==> config.mk <==
export PLATFORM = sky130hd
export DESIGN_NAME = ddr4_mrs_receiver
export DESIGN_NICKNAME = d
export VERILOG_FILES = /design/src/rtl/ddr4_mrs_receiver.sv
export SDC_FILE = /design/constraint.sdc
export NUM_CORES = 1
export LEC_CHECK = 0
export ABC_AREA = 0
export BUFFER_PORTS_ARGS = -buffer_cell sky130_fd_sc_hd__buf_2
export CORE_AREA = 10 10 161 163
export CTS_CLUSTER_DIAMETER = 30
export DETAILED_ROUTE_END_ITERATION = 10
export DIE_AREA = 0 0 171 173
export HOLD_SLACK_MARGIN = 0.06
export MAX_ROUTING_LAYER = met4
export PLACE_DENSITY = 0.51
export SETUP_SLACK_MARGIN = 0.15
export SKIP_CTS_REPAIR_TIMING = 1
export SYNTH_ARGS = -nofsm -noshare
export SYNTH_HDL_FRONTEND = slang
export SYNTH_SLANG_ARGS = --single-unit
==> constraint.sdc <==
create_clock -name clock_t -period 2.86 [get_ports clock_t]
set_clock_uncertainty 0.2 [all_clocks]
set_input_delay 0.429 -clock clock_t [delete_from_list [all_inputs] [get_ports clock_t]]
set_output_delay 0.429 -clock clock_t [all_outputs]
set_load 0.02 [all_outputs]
==> src/rtl/ddr4_mrs_receiver.sv <==
// ---------------------------------------------------------------------------
// ddr4_mrs_receiver
//
// DRAM-side view of DDR4 power-up initialization. The block watches the
// command bus, decodes MRS writes into shadow registers MR0..MR6, and checks
// command spacing: tXPR (CKE rise to first MRS), tMRD (MRS to MRS), tMOD
// (last MRS to ZQCL) and tZQinit (ZQCL to ready). When the ZQ calibration
// window has elapsed it raises init_done.
//
// Optional build macro: MRS_ORDER_CHECK_EN
//   When defined, the first write of each MR during bring-up must follow
//   MR3, MR6, MR5, MR4, MR2, MR1, MR0. An out-of-order first write sets
//   err[4]; the register is still written. When undefined, err[4] is 0.
//
// Ports
//   clock_t     : clock, rising edge
//   reset       : synchronous, active-high
//   cke, cs_n, act_n, ras_n, cas_n, we_n, bg, ba, addr : DDR4 command bus
//   mr_rd_sel   : shadow register read select
//   mr_rd_data  : MR[mr_rd_sel], 0 for select 7 (combinational)
//   cas_lat, cwl, al_sel, dll_en, burst_len, rd_pre, wr_pre, tccd_l :
//                 fields decoded from the MR shadows
//   init_done   : initialization complete
//   err         : sticky flags [0] tXPR, [1] tMRD, [2] tMOD,
//                 [3] illegal command/index, [4] MR write order
//   fsm_state   : current sequencer state (debug)
// ---------------------------------------------------------------------------
module ddr4_mrs_receiver #(
  parameter int T_XPR    = 72,
  parameter int T_MRD    = 8,
  parameter int T_MOD    = 24,
  parameter int T_ZQINIT = 512,
  parameter int CNT_W    = 11
) (
  input  logic        clock_t,
  input  logic        reset,
  input  logic        cke,
  input  logic        cs_n,
  input  logic        act_n,
  input  logic        ras_n,
  input  logic        cas_n,
  input  logic        we_n,
  input  logic [1:0]  bg,
  input  logic [1:0]  ba,
  input  logic [13:0] addr,
  input  logic [2:0]  mr_rd_sel,
  output logic [13:0] mr_rd_data,
  output logic [4:0]  cas_lat,
  output logic [4:0]  cwl,
  output logic [1:0]  al_sel,
  output logic        dll_en,
  output logic [1:0]  burst_len,
  output logic        rd_pre,
  output logic        wr_pre,
  output logic [3:0]  tccd_l,
  output logic        init_done,
  output logic [4:0]  err,
  output logic [2:0]  fsm_state
);

  typedef enum logic [2:0] {
    S_IDLE  = 3'd0,
    S_XPR   = 3'd1,
    S_CFG   = 3'd2,
    S_ZQ    = 3'd3,
    S_READY = 3'd4
  } state_t;

  localparam logic [CNT_W-1:0] XPR_MIN = CNT_W'(T_XPR);
  localparam logic [CNT_W-1:0] MRD_MIN = CNT_W'(T_MRD);
  localparam logic [CNT_W-1:0] MOD_MIN = CNT_W'(T_MOD);
  localparam logic [CNT_W-1:0] ZQ_LAST = CNT_W'(T_ZQINIT - 1);

  state_t            state, next_state;
  logic [13:0]       mr [7];
  logic [6:0]        mr_written;
  logic [CNT_W-1:0]  since_cke, since_mrs, zq_cnt;

  logic              mrs_cmd, zqcl_cmd, idx_bad;
  logic [2:0]        idx;
  logic              mr_we, mrs_take, zq_start, drop;
  logic [4:0]        err_set;
  logic              unused_bits;

  // Only bg[0] takes part in the MR index.
  assign unused_bits = bg[1];

  assign mrs_cmd  = cke && !cs_n && act_n && !ras_n && !cas_n && !we_n;
  assign zqcl_cmd = cke && !cs_n && act_n && ras_n && cas_n && !we_n && addr[10];
  assign idx      = {bg[0], ba};
  assign idx_bad  = (idx == 3'd7);

`ifdef MRS_ORDER_CHECK_EN
  // pred_mask: MRs that must already be written before the first write of
  // MR[idx] (bit i = MRi). Sequence MR3, MR6, MR5, MR4, MR2, MR1, MR0.
  logic [6:0] pred_mask;
  logic [7:0] written_ext;
  logic       order_bad;

  assign written_ext = {1'b1, mr_written};

  always_comb begin
    pred_mask = 7'h00;
    case (idx)
      3'd3:    pred_mask = 7'h00;
      3'd6:    pred_mask = 7'h08;
      3'd5:    pred_mask = 7'h48;
      3'd4:    pred_mask = 7'h68;
      3'd2:    pred_mask = 7'h78;
      3'd1:    pred_mask = 7'h7C;
      3'd0:    pred_mask = 7'h7E;
      default: pred_mask = 7'h00;
    endcase
  end

  // Rewrites of an already-written MR are exempt.
  assign order_bad = !written_ext[idx] && |(pred_mask & ~mr_written);
`endif

  always_ff @(posedge clock_t) begin
    if (reset) state <= S_IDLE;
    else       state <= next_state;
  end

  always_comb begin
    next_state = state;
    mr_we      = 1'b0;
    mrs_take   = 1'b0;
    zq_start   = 1'b0;
    drop       = 1'b0;
    err_set    = 5'b0;
    if (state != S_IDLE && !cke) begin
      next_state = S_IDLE;
      drop       = 1'b1;
    end else begin
      case (state)
        S_IDLE: begin
          if (cke) next_state = S_XPR;
        end
        S_XPR: begin
          if (mrs_cmd) begin
            mrs_take   = 1'b1;
            next_state = S_CFG;
            if (since_cke < XPR_MIN) err_set[0] = 1'b1;
            if (idx_bad) err_set[3] = 1'b1;
            else begin
              mr_we = 1'b1;
`ifdef MRS_ORDER_CHECK_EN
              err_set[4] = order_bad;
`endif
            end
          end
        end
        S_CFG: begin
          if (mrs_cmd) begin
            mrs_take = 1'b1;
            if (since_mrs < MRD_MIN) err_set[1] = 1'b1;
            if (idx_bad) err_set[3] = 1'b1;
            else begin
              mr_we = 1'b1;
`ifdef MRS_ORDER_CHECK_EN
              err_set[4] = order_bad;
`endif
            end
          end else if (zqcl_cmd) begin
            if (mr_written != 7'h7F) err_set[3] = 1'b1;
            else begin
              if (since_mrs < MOD_MIN) err_set[2] = 1'b1;
              next_state = S_ZQ;
              zq_start   = 1'b1;
            end
          end
        end
        S_ZQ: begin
          if (mrs_cmd || zqcl_cmd) err_set[3] = 1'b1;
          if (zq_cnt == ZQ_LAST) next_state = S_READY;
        end
        S_READY: begin
          if (mrs_cmd) begin
            mrs_take = 1'b1;
            if (since_mrs < MRD_MIN) err_set[1] = 1'b1;
            if (idx_bad) err_set[3] = 1'b1;
            else         mr_we = 1'b1;
          end
        end
        default: next_state = S_IDLE;
      endcase
    end
  end

  always_ff @(posedge clock_t) begin
    if (reset) begin
      for (int i = 0; i < 7; i++) mr[i] <= 14'h0;
      mr_written <= 7'h0;
      err        <= 5'h0;
      init_done  <= 1'b0;
      since_cke  <= '0;
      since_mrs  <= '0;
      zq_cnt     <= '0;
    end else begin
      for (int i = 0; i < 7; i++) begin
        if (mr_we && idx == 3'(i)) mr[i] <= addr;
      end
      if (drop)       mr_written <= 7'h0;
      else if (mr_we) mr_written <= mr_written | (7'h01 << idx);
      err       <= err | err_set;
      init_done <= (next_state == S_READY);

      // The CKE-rise edge counts as the first elapsed cycle, so since_cke
      // reads as the edge distance from the rise, like since_mrs does.
      if (state == S_IDLE)       since_cke <= cke ? CNT_W'(1) : '0;
      else if (since_cke != '1)  since_cke <= since_cke + CNT_W'(1);

      if (mrs_take)              since_mrs <= CNT_W'(1);
      else if (since_mrs != '1)  since_mrs <= since_mrs + CNT_W'(1);

      if (zq_start)                               zq_cnt <= '0;
      else if (state == S_ZQ && zq_cnt != '1)     zq_cnt <= zq_cnt + CNT_W'(1);
    end
  end

  always_comb begin
    mr_rd_data = 14'h0;
    for (int i = 0; i < 7; i++) begin
      if (mr_rd_sel == 3'(i)) mr_rd_data = mr[i];
    end
  end

  // Field decodes straight off the shadow registers: valid the cycle after
  // the MRS edge.
  assign cas_lat   = 5'({mr[0][6:4], mr[0][2]}) + 5'd9;
  assign cwl       = 5'(mr[2][5:3]) + 5'd9;
  assign al_sel    = mr[1][4:3];
  assign dll_en    = mr[1][0];
  assign burst_len = mr[0][1:0];
  assign rd_pre    = mr[4][11];
  assign wr_pre    = mr[4][12];
  assign tccd_l    = 4'(mr[6][12:10]) + 4'd4;
  assign fsm_state = state;

endmodule
==> impl_metrics.py, run 1 <==
metrics = {
    "critical_path": {
        "crit_cells": 7,
        "crit_buf_inv": 3,
        "cpPeakStageDelay_ns": 0.46,
        "r2r_start": "fsm_state[2]",
        "worstPathArrival_ns": 1.95,
        "path_max_fanout": 11,
        "cp_data_required_time_ns": 2.23,
        "rrSetupSlack_ns": 0.49,
        "timing.rr.end": "mr[0][10]",
        "crit_top_cell": "buf_2",
        "endpoint_kind": "primary output",
        "crit_path_start": "mr_rd_sel[1]",
        "critPathTopFamily": "compound AO/OA/AOI/OAI gates",
        "crit_end": "mr_rd_data[3]",
        "slowest_stage": "a221oi_1",
        "critical_path.cell_chain": "buf_2 > nor2b_1 > buf_4 > a22oi_1 > nor2_1 > a221oi_1 > buf_2",
        "rr_worst_depth": 6,
        "cp-start-kind": "input port",
        "worst-setup-path-type": "input port to primary output",
    },
    "flow_run": {
        "max_cap_viol_count": 0,
    },
    "clock_tree": {
        "clock_path_buffers": 2,
        "htree_levels": 4,
        "path_clk_slew_ns": 0.06,
        "cts_root_buf": "clkbuf_16",
        "cts_tree": "yes",
        "clock_latency_ns": 0.42,
        "cts_inserted_buffers": 17,
        "clock-sinks": 146,
    },
    "floorplan": {
        "start_util": 0.2977,
        "die_h_microns": 173,
        "die_x_microns": 171,
        "core_sq_um": 22570,
        "dieArea_sq_um": 29580,
        "io_pins": 73,
        "rows": 55,
    },
    "drt": {
        "vias": 4908,
        "drt-wirelength-per-cell_microns": 17.11,
        "firstDrtPassIters": 5,
        "drt_iter0_drc": 373,
        "via_per_inst": 4.802,
        "drtAntennaViolNets": 0,
        "drc": 0,
        "finalWirelength_mm": 17.49,
    },
    "sta": {
        "finalHoldViolCount": 0,
        "fin_tns_setup_ns": 0,
        "max_freq_mhz": 388.3,
        "setup-violations-final": 0,
        "layout_min_cycle_time_ns": 2.575,
        "rsz0062_at_grt": "no",
        "relSlewSlack": 0.5530,
        "slew_violations": 0,
        "period_share": 0.9004,
        "worst_slew_pin_slew_ns": 0.6705,
    },
    "place": {
        "io_buffers": 70,
        "gp_congestion": 0.7833,
        "dp_hpwl_mm": 11.96,
        "placed_cell_area_sq_um": 7462,
    },
    "cells_and_area": {
        "final_cell_area_sq_um": 8063,
        "area_growth_pct": 19.98,
        "fillCellCount": 2309,
        "layout-drive-gt1-share": 0.1848,
        "nets": 759,
    },
    "logic_synthesis": {
        "synthTopCellsByArea": "edfxtp_1 (44%), dfxtp_1 (14%), nor2_1 (7.9%)",
        "synth_fp_nets": 683,
        "yosys.area.top_type": "edfxtp_1",
        "yosysUniqueCellTypes": 55,
        "ys_warn_count": 0,
        "ys_async_sr_fraction": 0,
        "ys_seq_area_frac": 0.5809,
        "synth_top_area_frac": 0.4379,
        "avgSynthCellArea_sq_um": 10.37,
        "synth_ff_type": "edfxtp_1",
        "synth-seq-cells": 146,
        "syn_area_sq_um": 6720,
        "netlist_instances": 648,
        "synth-edff-count": 98,
    },
    "power": {
        "p_per_area_nw_per_um2": 617.4,
        "p_leak_nw": 3.153,
        "peakVddDrop_mv": 0.4175,
    },
    "global_routing": {
        "antenna_found_initial": 1,
        "grt_max_degree": 36,
        "grt_pass1_vias": 4749,
        "track_usage": 0.1226,
        "grt_pass1_wl_mm": 27.08,
        "gr-total-overflow": 0,
    },
    "min_path": {
        "min-delay-path-class": "input port to register",
        "hp-start": "cke",
    },
    "outcome": {
        "outcome": "completed",
    },
}
## power by group
part	internal (mW)	leakage (nW)	switching (mW)
Clock	1.37	0.286	0.879
Sequential	2.31	1.39	0.0278
Combinational	0.133	1.48	0.254
Total	3.82	3.15	1.16
## logic make-up after synthesis
kind of cell,count (synthesis),share of synthesized area
buffers and inverters,80,0.05380
adder cells (fa/ha/maj),7,0.01266
XOR/XNOR,20,0.02607
multiplexers,22,0.03463
flip-flops,146,0.5809
AO/OA/AOI/OAI,102,0.1011
AND/OR/NAND/NOR,270,0.1903
other,1,0.0005580
## layer usage
layer / vias up / GRT usage / wire length, microns
li1: 2440 / - / -
met1: 2306 / 0.1699 / 8500
met2: 145 / 0.1712 / 7467
met3: 17 / 0.03074 / 1328
met4: 0 / 0.03733 / 191
met5: - / - / 0
## state kept, by name (all words and copies together), names as in the netlist
name	count
fsm_state	3
mr	98
zq_cnt	11
err	4
since_mrs	11
since_cke	11
init_done	1
mr_written	7
## layout by cell type (no fill, tap or decap), types with 6 or more instances in the layout
cell type / synthesis / routed
a31oi_1: 10 / 10
or3_1: 6 / 6
mux2i_1: 21 / 21
a21oi_1: 25 / 25
inv_1: 35 / 35
o21ai_0: 23 / 23
buf_2: 9 / 69
a222oi_1: 8 / 8
xor2_1: 8 / 8
nor3_1: 7 / 7
a21boi_0: 6 / 6
a22o_1: 8 / 8
and3_1: 7 / 7
nand2_1: 24 / 24
edfxtp_1: 98 / 98
nand4_1: 8 / 8
buf_4: 9 / 30
xnor2_1: 12 / 12
nand3_1: 19 / 19
clkbuf_16: 0 / 17
dfxtp_1: 48 / 48
nor2_1: 141 / 141
nand2b_1: 27 / 27
ha_1: 6 / 6
## area by class of cell
| cell class | instances | area (sq um) | area share |
|---|---|---|---|
| sequential | 146 | 3904 | 0.4842 |
| tap | 285 | 356.6 | 0.04423 |
| inverter | 35 | 131.4 | 0.01629 |
| timing repair buffer | 102 | 618.1 | 0.07666 |
| clock buffer | 19 | 432.9 | 0.05369 |
| clock inverter | 12 | 156.4 | 0.01940 |
| antenna | 1 | 2.502 | 0.0003104 |
| multi-input combinational | 422 | 2461 | 0.3052 |
## synth_stat cells (10+ instances only)
cell type / n
a31oi_1: 10
edfxtp_1: 98
nand2b_1: 27
o21ai_0: 23
inv_1: 35
xnor2_1: 12
clkbuf_1: 23
dfxtp_1: 48
nand3_1: 19
nor2_1: 141
mux2i_1: 21
nand2_1: 24
a21oi_1: 25
## worst reg2reg max path: stages (launching register included)
cell      delay, ns
dfxtp_1        0.37
inv_1          0.20
maj3_1         0.26
nand3_2        0.18
or4_1          0.49
nand2b_1       0.10
buf_4          0.26
## how the worst min path moves through the flow
| stage | end | slack [ns] | depth (start not counted) |
|---|---|---|---|
| 6_report | since_cke[0] | 0.13 | 3 |
| 5_1_grt | since_cke[0] | 0.15 | 3 |
| 4_1_cts | since_cke[0] | 0.12 | 3 |
| 3_5_place_dp | err[2] | 0.24 | 2 |
| 3_3_place_gp | err[2] | 0.24 | 2 |
| 2_1_floorplan | mr_written[5] | 0.23 | 2 |
## metrics by stage
stage               utilization  instances  hold slack (ns)  power, mW  worst slack, ns
floorplan                     -        648           0.2349      2.612           0.3233
global placement         0.3306        990           0.2390      2.772           0.2534
detailed placement       0.3306        990           0.2398      2.775           0.2432
CTS                      0.3567       1021           0.1238      5.017           0.2475
global route             0.3572       1022           0.1538      5.154           0.1563
finish                   0.3572       1022           0.1315      4.978           0.2849
Note: power is estimated with default switching activity, not from simulation.
==> run 2, diff against run 1 <==
--- a/config.mk
+++ b/config.mk
@@ -7,13 +7,13 @@
 export LEC_CHECK = 0
 export ABC_AREA = 0
 export BUFFER_PORTS_ARGS = -buffer_cell sky130_fd_sc_hd__buf_2
-export CORE_AREA = 10 10 161 163
+export CORE_AREA = 10 10 124 126
 export CTS_CLUSTER_DIAMETER = 30
 export DETAILED_ROUTE_END_ITERATION = 10
-export DIE_AREA = 0 0 171 173
+export DIE_AREA = 0 0 134 136
 export HOLD_SLACK_MARGIN = 0.06
 export MAX_ROUTING_LAYER = met4
-export PLACE_DENSITY = 0.51
+export PLACE_DENSITY = 0.77
 export SETUP_SLACK_MARGIN = 0.15
 export SKIP_CTS_REPAIR_TIMING = 1
 export SYNTH_ARGS = -nofsm -noshare
==> impl_metrics.py, run 2 (synthesis gave the netlist of run 1 again) <==
metrics = {
    "global_routing": {
        "gr-usage-met2": 0.3095,
        "met3_usage": 0.05720,
        "grt_pass1_vias": 5118,
        "grt_pass1_wl_mm": 26.28,
        "grtUsageMet1": 0.2144,
        "grt_max_degree": 36,
        "top_usage_layer": "met2",
        "antenna_found_initial": 0,
        "gr-total-overflow": 0,
        "track_usage": 0.1872,
    },
    "critical_path": {
        "cpPeakStageDelay_ns": 0.40,
        "slowest_stage": "nor2b_1",
        "cp-start-kind": "input port",
        "rrSetupSlack_ns": 0.44,
        "path_max_fanout": 12,
        "critical_path.cell_chain": "clkbuf_4 > buf_4 > nor2b_1 > a21oi_1 > o21ai_0 > buf_2",
        "worstPathArrival_ns": 1.96,
        "endpoint_kind": "primary output",
        "worst-setup-path-type": "input port to primary output",
        "cp_data_required_time_ns": 2.23,
        "critPathTopFamily": "buffers and inverters",
        "crit_buf_inv": 3,
    },
    "drt": {
        "drtAntennaViolNets": 0,
        "via_per_inst": 5.679,
        "drc": 0,
        "drt_iter0_drc": 556,
        "firstDrtPassIters": 5,
        "finalWirelength_mm": 16.52,
        "drt-wirelength-per-cell_microns": 18.29,
        "vias": 5128,
    },
    "cells_and_area": {
        "top_register": "mr",
        "n_antenna_cell": 0,
        "final_cell_mix": "nor2_1 (141), edfxtp_1 (98), buf_2 (69)",
        "mostFrequentLayoutCell": "nor2_1",
        "largest_register_ffs": 98,
        "area_growth_pct": 16.98,
        "nets": 749,
        "layout-drive-gt1-share": 0.1761,
    },
    "clock_tree": {
        "clock_path_buffers": 2,
        "htree_levels": 4,
        "cts_root_buf": "clkbuf_16",
        "clock-sinks": 146,
        "cts_inserted_buffers": 17,
        "path_clk_slew_ns": 0.06,
        "cts_tree": "yes",
        "clock_latency_ns": 0.43,
    },
    "place": {
        "gp_congestion": 0.8563,
        "dpl_worst_slack_ns": 0.1325,
        "dp_hpwl_mm": 10.87,
        "io_buffers": 70,
    },
    "sta": {
        "setup_slack_ns": 0.2713,
        "setup-violations-final": 0,
        "period_share": 0.9051,
        "worst_slew_pin_slew_ns": 0.8139,
        "max_freq_mhz": 386.3,
        "rsz0062_at_grt": "no",
        "slew_violations": 0,
        "fin_tns_setup_ns": 0,
        "layout_min_cycle_time_ns": 2.589,
        "relSlewSlack": 0.4532,
        "finalHoldViolCount": 0,
    },
    "floorplan": {
        "start_util": 0.5177,
        "rows": 42,
        "core_sq_um": 12980,
        "dieArea_sq_um": 18220,
        "die_h_microns": 136,
        "die_x_microns": 134,
        "io_pins": 73,
    },
    "min_path": {
        "min-delay-path-class": "input port to register",
    },
    "flow_run": {
        "max_cap_viol_count": 0,
    },
    "power": {
        "p_int_mw": 3.713,
        "switching_share": 0.2330,
        "p_per_area_nw_per_um2": 615.9,
        "clkPwrFrac": 0.439,
        "p_leak_nw": 3.096,
        "p_seq_frac": 0.484,
        "switching_power_mw": 1.128,
        "power_frac_comb": 0.077,
        "peakVddDrop_mv": 0.4085,
    },
    "outcome": {
        "outcome": "completed",
    },
}
[run 2: changes by cell type in the layout (fill, tap and decap cells not counted), moves of 2 or more]
| cell | delta |
|---|---|
| buf_4 | -13 |
| clkinvlp_4 | +5 |
| buf_12 | +3 |
| clkinv_2 | +3 |
| inv_6 | -3 |
| clkbuf_1 | -2 |
[run 2: layer usage]
layer	wire length [microns]	share of wire	vias to the layer above
li1	-	-	2420
met1	6788	0.41	2469
met2	8227	0.50	213
met3	1252	0.076	26
met4	251	0.015	0
met5	0	0	-
[run 2: stage by stage]
step	cell area, sq um	total power, mW	hold slack [ns]	util	std cells
final	7861	4.841	0.2073	0.6056	903
after global routing	7861	4.987	0.2246	0.6056	903
after CTS	7856	4.866	0.1876	0.6053	903
after detailed placement	7288	2.758	0.2422	0.5615	871
after global placement	7288	2.745	0.2339	0.5615	871
after floorplan	6720	2.612	0.2349	-	648
[run 2: power by group through the flow]
stage               combinational, mW  sequential [mW]  clock, mW
CTS                             0.373             2.34       2.15
global route                    0.403             2.35       2.23
floorplan                       0.232             2.38          0
finish                          0.373             2.34       2.13
detailed placement              0.370             2.39          0
global placement                0.362             2.38          0
[run 2: final cells by class]
cell class,instances,area [sq um]
flip-flops and latches,146,3904
repair buffers,92,580.6
multi-input cells,422,2457
inverters,35,131.4
well taps,176,220.2
clock buffers,17,425.4
fillers,1079,5119
clock inverters,15,142.6
[run 2: worst min-delay path, cell delays in order]
cell and delay [ns]:
buf_2 0.12, nor3_1 0.08, o21a_1 0.16
[run 2: path summary, 6_finish.rpt]
kind                      from              to  cells after the start
setup / recovery  mr_rd_sel[1]  mr_rd_data[13]                      6
hold / removal           ba[0]   mr_written[6]                      3
setup reg to reg  fsm_state[1]        mr[6][7]                      5
hold reg to reg         err[2]          err[2]                      2
==> run 3, diff against run 2 <==
--- a/config.mk
+++ b/config.mk
@@ -7,10 +7,10 @@
 export LEC_CHECK = 0
 export ABC_AREA = 0
 export BUFFER_PORTS_ARGS = -buffer_cell sky130_fd_sc_hd__buf_2
-export CORE_AREA = 10 10 124 126
+export CORE_AREA = 2 2 116 118
 export CTS_CLUSTER_DIAMETER = 30
 export DETAILED_ROUTE_END_ITERATION = 10
-export DIE_AREA = 0 0 134 136
+export DIE_AREA = 0 0 118 120
 export HOLD_SLACK_MARGIN = 0.06
 export MAX_ROUTING_LAYER = met4
 export PLACE_DENSITY = 0.77
==> impl_metrics.py, run 3 (synthesis gave the netlist of run 1 again) <==
metrics = {
    "power": {
        "p_leak_nw": 3.085,
        "clkPwrFrac": 0.419,
        "p_int_mw": 3.606,
        "switching_share": 0.2277,
        "peakVddDrop_mv": 0.3633,
        "p_per_area_nw_per_um2": 598.5,
        "p_seq_frac": 0.502,
        "power_frac_comb": 0.079,
        "switching_power_mw": 1.063,
    },
    "clock_tree": {
        "clock_latency_ns": 0.42,
        "htree_levels": 4,
        "clock_path_buffers": 2,
        "path_clk_slew_ns": 0.05,
        "cts_inserted_buffers": 17,
        "clock-sinks": 146,
        "cts_tree": "yes",
        "cts_root_buf": "clkbuf_16",
    },
    "floorplan": {
        "dieArea_sq_um": 14160,
        "io_pins": 73,
        "rows": 42,
        "start_util": 0.5177,
        "die_x_microns": 118,
        "core_sq_um": 12980,
        "die_h_microns": 120,
    },
    "sta": {
        "setup-violations-final": 0,
        "period_share": 0.9141,
        "finalHoldViolCount": 0,
        "fin_tns_setup_ns": 0,
        "layout_min_cycle_time_ns": 2.614,
        "slew_violations": 0,
        "rsz0062_at_grt": "no",
        "relSlewSlack": 0.5021,
        "max_freq_mhz": 382.5,
        "worst_slew_pin_slew_ns": 0.7412,
    },
    "place": {
        "dp_hpwl_mm": 10.42,
        "io_buffers": 70,
        "gp_congestion": 0.8282,
    },
    "drt": {
        "drc": 0,
        "vias": 5082,
        "drtAntennaViolNets": 0,
        "drt-wirelength-per-cell_microns": 17.29,
        "finalWirelength_mm": 15.61,
        "via_per_inst": 5.628,
        "firstDrtPassIters": 5,
        "drt_iter0_drc": 523,
    },
    "critical_path": {
        "endpoint_kind": "primary output",
        "worst-setup-path-type": "input port to primary output",
        "slowest_stage": "a221oi_2",
        "crit_path_start": "mr_rd_sel[2]",
        "cp_data_required_time_ns": 2.23,
        "cp-start-kind": "input port",
        "path_max_fanout": 12,
        "r2r_start": "fsm_state[0]",
        "timing.rr.end": "mr[0][5]",
        "critPathTopFamily": "compound AO/OA/AOI/OAI gates",
        "rrSetupSlack_ns": 0.49,
        "critical_path.cell_chain": "buf_2 > buf_4 > nor2b_1 > buf_4 > a21o_1 > a221oi_2 > o21ai_0 > o311a_1 > buf_2",
        "rr_worst_depth": 6,
        "crit_cells": 9,
        "crit_buf_inv": 4,
        "worstPathArrival_ns": 1.99,
        "cpPeakStageDelay_ns": 0.29,
        "crit_end": "mr_rd_data[1]",
    },
    "global_routing": {
        "antenna_found_initial": 1,
        "grt_pass1_wl_mm": 25.25,
        "track_usage": 0.2377,
        "grt_max_degree": 36,
        "grt_pass1_vias": 4981,
        "gr-total-overflow": 0,
    },
    "cells_and_area": {
        "mostFrequentLayoutCell": "nor2_1",
        "largest_register_ffs": 98,
        "final_cell_mix": "nor2_1 (141), edfxtp_1 (98), buf_2 (70)",
        "nets": 750,
        "area_growth_pct": 16.09,
        "layout-drive-gt1-share": 0.1694,
        "finish.utilization": 0.6010,
        "top_register": "mr",
    },
    "flow_run": {
        "max_cap_viol_count": 0,
    },
    "min_path": {
        "min-delay-path-class": "input port to register",
    },
    "outcome": {
        "outcome": "completed",
    },
}
run 3: layout make-up:
cell class                      count  area [sq um]
Antenna cell                        1         2.502
Clock buffer                       20         436.7
Clock inverter                     10         70.07
Fill cell                        1053          5179
Inverter                           35         131.4
Multi-Input combinational cell    422          2464
Sequential cell                   146          3904
Tap cell                          176         220.2
Timing Repair Buffer               93         573.1
run 3: worst register-to-register path: stages (launching register included):
cell and delay [ns]:
dfxtp_1 0.57, nor2_1 0.11, o21ai_0 0.22, nand3_2 0.19, or4_1 0.47, nand2b_1 0.14
buf_12 0.17
run 3: worst min path at each step:
stage	start	to	slack, ns	cells past startpoint
2_1_floorplan	mr_written[5]	mr_written[5]	0.23	2
3_3_place_gp	err[2]	err[2]	0.23	2
3_5_place_dp	err[2]	err[2]	0.24	2
4_1_cts	cke	since_cke[0]	0.13	3
5_1_grt	cke	since_cke[0]	0.16	3
6_report	cke	since_cke[0]	0.14	3
run 3: metal layers:
layer,track usage,share of wire,vias to the layer above
li1,-,-,2417
met1,0.2904,0.40,2400
met2,0.3921,0.50,238
met3,0.04658,0.077,27
met4,0.09413,0.019,0
met5,-,0,-
run 3: power by group through the flow:
stage | clock, mW | sequential, mW | combinational [mW]
CTS | 1.97 | 2.34 | 0.365
detailed placement | 0 | 2.39 | 0.364
global route | 2.06 | 2.35 | 0.396
floorplan | 0 | 2.38 | 0.232
global placement | 0 | 2.38 | 0.355
finish | 1.96 | 2.34 | 0.367
run 3: metrics by stage:
stage               total power, mW  instance area, sq um  hold slack, ns  setup WS, ns  instances
floorplan                     2.612                  6720          0.2349        0.3233        648
global placement              2.738                  7283          0.2332        0.2177        872
detailed placement            2.751                  7283          0.2414        0.1284        872
CTS                           4.680                  7790          0.1291       0.09672        902
global route                  4.805                  7801          0.1636        0.1867        903
finish                        4.669                  7801          0.1433        0.2457        903
